File: config.mk
export PLATFORM = sky130hd
export DESIGN_NAME = mem_access_unit
export DESIGN_NICKNAME = d
export VERILOG_FILES = /design/src/rtl/mem_access_unit.sv
export SDC_FILE = /design/constraint.sdc
export NUM_CORES = 1
export LEC_CHECK = 0
export ABC_AREA = 1
export CELL_PAD_IN_SITES_DETAIL_PLACEMENT = 1
export CELL_PAD_IN_SITES_GLOBAL_PLACEMENT = 2
export CORE_UTILIZATION = 25
export DETAILED_ROUTE_END_ITERATION = 7
export PLACE_DENSITY_LB_ADDON = 0.1
export RECOVER_POWER = 50
export SYNTH_ARGS = -nofsm -noshare
export SYNTH_HDL_FRONTEND = slang
export SYNTH_SLANG_ARGS = --single-unit
File: constraint.sdc
create_clock -name Clk -period 2.15 [get_ports Clk]
set_input_delay 0.645 -clock Clk [delete_from_list [all_inputs] [get_ports Clk]]
set_output_delay 0.645 -clock Clk [all_outputs]
set_load 0.03 [all_outputs]
File: src/rtl/mem_access_unit.sv
// Memory access unit: MAR/MDR holding registers plus a request/acknowledge
// handshake towards a variable-latency memory, with optional bounded wait.
//
// state | meaning
// IDLE  | no access; MAR may be loaded, MIO_EN starts an access
// REQ   | Mem_Req high, waiting for Mem_Ack or for the wait budget to run out
// DONE  | access finished, Ready high until MIO_EN is released
module mem_access_unit #(
  parameter int DATA_W  = 16,
  parameter int ADDR_W  = 16,
  parameter int TIMEOUT = 255
) (
  input  logic              Clk,
  input  logic              Reset_n,
  input  logic [DATA_W-1:0] Bus_In,
  input  logic              LD_MAR,
  input  logic              LD_MDR,
  input  logic              MIO_EN,
  input  logic              R_W,
  output logic [ADDR_W-1:0] MAR,
  output logic [DATA_W-1:0] MDR,
  output logic              Ready,
  output logic              Err,
  output logic              Mem_Req,
  output logic              Mem_WE,
  output logic [ADDR_W-1:0] Mem_Addr,
  output logic [DATA_W-1:0] Mem_WData,
  input  logic              Mem_Ack,
  input  logic [DATA_W-1:0] Mem_RData
);

  localparam int CNT_W = (TIMEOUT < 1) ? 1 : $clog2(TIMEOUT + 1);
  localparam bit TO_EN = (TIMEOUT != 0);
  localparam logic [CNT_W-1:0] CNT_LAST = TO_EN ? CNT_W'(TIMEOUT - 1) : '0;
  localparam logic [CNT_W-1:0] CNT_MAX  = '1;

  typedef enum logic [1:0] {
    IDLE = 2'd0,
    REQ  = 2'd1,
    DONE = 2'd2
  } state_t;

  state_t           state_q, state_d;
  logic [CNT_W-1:0] cnt_q;
  logic             start, ack_hit, to_hit;
  logic [ADDR_W-1:0] bus_addr;

  // Address taken from the low bus bits, zero-extended when the bus is narrower.
  generate
    if (ADDR_W <= DATA_W) begin : g_addr_trunc
      logic bus_hi_unused;
      assign bus_addr      = Bus_In[ADDR_W-1:0];
      assign bus_hi_unused = ^Bus_In;
    end else begin : g_addr_ext
      assign bus_addr = {{(ADDR_W - DATA_W){1'b0}}, Bus_In};
    end
  endgenerate

  assign Ready     = (state_q == DONE);
  assign Mem_Addr  = MAR;
  assign Mem_WData = MDR;

  // State register.
  always_ff @(posedge Clk or negedge Reset_n) begin
    if (!Reset_n) state_q <= IDLE;
    else          state_q <= state_d;
  end

  // Next-state decode; acknowledge wins over an expiring wait budget.
  always_comb begin
    state_d = state_q;
    start   = 1'b0;
    ack_hit = 1'b0;
    to_hit  = 1'b0;
    case (state_q)
      IDLE: begin
        if (MIO_EN) begin
          state_d = REQ;
          start   = 1'b1;
        end
      end
      REQ: begin
        if (Mem_Ack) begin
          state_d = DONE;
          ack_hit = 1'b1;
        end else if (TO_EN && (cnt_q == CNT_LAST)) begin
          state_d = DONE;
          to_hit  = 1'b1;
        end
      end
      DONE: begin
        if (!MIO_EN) state_d = IDLE;
      end
      default: state_d = IDLE;
    endcase
  end

  // Handshake outputs, error flag and saturating wait counter.
  always_ff @(posedge Clk or negedge Reset_n) begin
    if (!Reset_n) begin
      Mem_Req <= 1'b0;
      Mem_WE  <= 1'b0;
      Err     <= 1'b0;
      cnt_q   <= '0;
    end else begin
      Mem_Req <= (state_d == REQ);
      if (start) begin
        Mem_WE <= R_W;
        Err    <= 1'b0;
        cnt_q  <= '0;
      end else begin
        if (state_d != REQ) Mem_WE <= 1'b0;
        if (to_hit) Err <= 1'b1;
        if ((state_q == REQ) && !Mem_Ack && (cnt_q != CNT_MAX)) cnt_q <= cnt_q + 1'b1;
      end
    end
  end

  // MAR loads only in IDLE, so an access always uses the address seen at its start.
  always_ff @(posedge Clk or negedge Reset_n) begin
    if (!Reset_n)                          MAR <= '0;
    else if ((state_q == IDLE) && LD_MAR) MAR <= bus_addr;
  end

  // MDR: read data on acknowledge, bus load only while no access is requested.
  always_ff @(posedge Clk or negedge Reset_n) begin
    if (!Reset_n)                  MDR <= '0;
    else if (ack_hit && !Mem_WE)   MDR <= Mem_RData;
    else if (LD_MDR && !MIO_EN)    MDR <= Bus_In;
  end

endmodule

==> reports/metrics.yaml, run 1 <==
cts_htree_levels: 2
wirelength_um: 6724
die_h_um: 98.61
setup_tns_ps: 0
fin_nets: 379
rsz0062_at_grt: "false"
clock_latency_ps: 300
fill_cells: 1019
firstDrtPassIters: 4
syn-cell-area_sq_um: 2333
grt_pass1_vias: 2047
crit_family: "buffers and inverters"
final.period_utilization: 0.9575
cts.sinks: 45
clock.fmax_mhz: 485.8
cp-end-kind: "primary output"
die_width_um: 98.61
hold_viol: 0
multi_input_area_sq_um: 829.5
clock_path_buffers: 2
fp.coreArea_sq_um: 8891
fin_util: 0.3801
regArea_sq_um: 1126
critPathArrivalTime_ps: 1410
design_area_sq_um: 3379
gr-total-overflow: 0
syn-num-nets: 299
rows: 34
grt_pass1_wl_um: 11110
grt_use_met3: 0.03121
cts_tree: "built"
dp_hpwl_um: 5073
antenna_found_initial: 0
cp-start-kind: "flip-flop"
setup_viol: 0
post-cts-setup-buffer-count: 0
viasPerCell: 4.517
stdcell_count: 447
placedCellCount: 439
slew_headroom: 0.1116
hold_slack_ps: 518.5
p_per_area_nw_per_um2: 1657
numCtsBuffers: 5
min_period_ps: 2059
drt_iter0_drc: 62
clk_pin_slew_ps: 90
ys_types: 21
place_ws_ps: 122.4
met2_usage: 0.2362
hold_path_class: "flip-flop to flip-flop"
maxCapViolCount: 0
irDropWorstVdd_uv: 608.3
vias: 2019
n_antenna_cell: 0
yosys_warnings: 0
wire_per_inst_um: 15.04
place_area_sq_um: 3272
gp_congestion: 0.7248
slowest_stage: "clkdlybuf4s50_1"
total_power_mw: 5.599
critical_path_class: "flip-flop to primary output"
syn_inst: 258
worstPathCellList: "clkdlybuf4s50_1"
grt_max_degree: 33
die_area_sq_um: 9724
worstMarginPinSlew_ps: 1333
initial_utilization: 0.2625
drive_gt1_frac: 0.09145
crit_path_max_fanout: 3
critPathBufInv: 1
ys_seq_area_frac: 0.4826
required_ps: 1500
ys_seq_elements: 45
cp_slowest_stage_delay_ps: 700
fin_ws_ps: 91.36
maxSlewViolCount: 0
track_usage: 0.1457
status: "finished clean"
ant_nets: 0
io_pins: 107
top_usage_layer: "met2"
drc: 0
syn_to_final_growth_pct: 44.83
portBuffers: 106
cts_root_buf: "clkbuf_8"
p_leak_nw: 1.495
fin_skew_ps: 7.874
met1_usage: 0.1978
synth.avg_cell_area_sq_um: 9.045
==> state kept, by name (all words and copies together), names as in the netlist <==
name     count
MAR         16
cnt_q        8
Mem_Req      1
Mem_WE       1
Err          1
MDR         16
state_q      2
==> cell usage in the layout (no fill, tap or decap), drive strengths merged, types with 2 or more instances in the layout <==
cell type,netlist,final
inv,17,17
xor2,3,3
dlygate4sd3,0,2
clkbuf,1,9
o21ai,2,2
nand4,2,2
mux2,16,16
nand3,56,56
bufinv,0,2
ha,2,2
dfrtp,45,45
nor2,17,17
buf,38,3
clkdlybuf4s50,0,102
nand2,56,56
==> synthesized netlist by cell type, drive strengths merged <==
master  count  area share
nand2      56       0.093
nand3      56        0.12
dfrtp      45        0.48
buf        38        0.13
inv        17       0.027
nor2       17       0.028
mux2       16       0.077
xor2        3       0.011
ha          2       0.011
nand4       2      0.0054
o21ai       2      0.0043
a21oi       1      0.0021
clkbuf      1      0.0016
nor3        1      0.0070
o22ai       1      0.0027
==> report_power, final <==
group	switching, mW	total (mW)	internal, mW
registers	0.286	1.48	1.20
logic	1.95	3.35	1.40
clock network	0.306	0.768	0.462
==> layer usage <==
layer	share of wire	vias up	wire length, um
met3	0.047	5	316
met2	0.47	63	3176
met5	0	-	0
li1	-	970	-
met1	0.47	981	3162
met4	0.010	0	69
==> what timing repair did <==
| action | in CTS | in global routing |
|---|---|---|
| gates resized for setup | 1 | 0 |
| hold buffers | 0 | 0 |
| setup endpoints to repair | 1 | 0 |
==> layout make-up <==
type / instances / share of cell area
sequential: 45 / 0.3332
multi-input combinational: 157 / 0.2455
clock buffer: 5 / 0.02036
tap: 108 / 0.03999
inverter: 17 / 0.01888
clock inverter: 3 / 0.01925
timing repair buffer: 112 / 0.3228
==> kinds of logic after synthesis <==
logic type                 after synthesis  synth area share
DFF                                     45            0.4826
muxes                                   16           0.07721
xor gates and xnor gates                 3           0.01126
buffers and inverters                   56            0.1550
AOI/OAI and AO/OA                        4          0.009115
and+or+nand+nor                        132            0.2542
adders and majority gates                2           0.01072
==> path summary, 6_finish.rpt <==
| kind | start | to | slack [ps] | depth (start not counted) |
|---|---|---|---|---|
| setup / recovery | MDR[8] | Mem_WData[8] | 90 | 1 |
| hold / removal | Err | Err | 520 | 2 |
| setup reg to reg | state_q[1] | MAR[15] | 490 | 3 |
| hold reg to reg | Err | Err | 520 | 2 |
| max in group asynchronous | Reset_n | MAR[10] | 620 | 2 |
| min in group asynchronous | Reset_n | MAR[11] | 710 | 2 |
(Power assumes the default switching activity.)
==> run 2, diff against run 1 <==
CAP_MARGIN = 40   (was not set)
HOLD_SLACK_MARGIN = 0.03   (was not set)
==> results of run 2 <==
Final layout, timing and power as in run 1 (identical DEF).
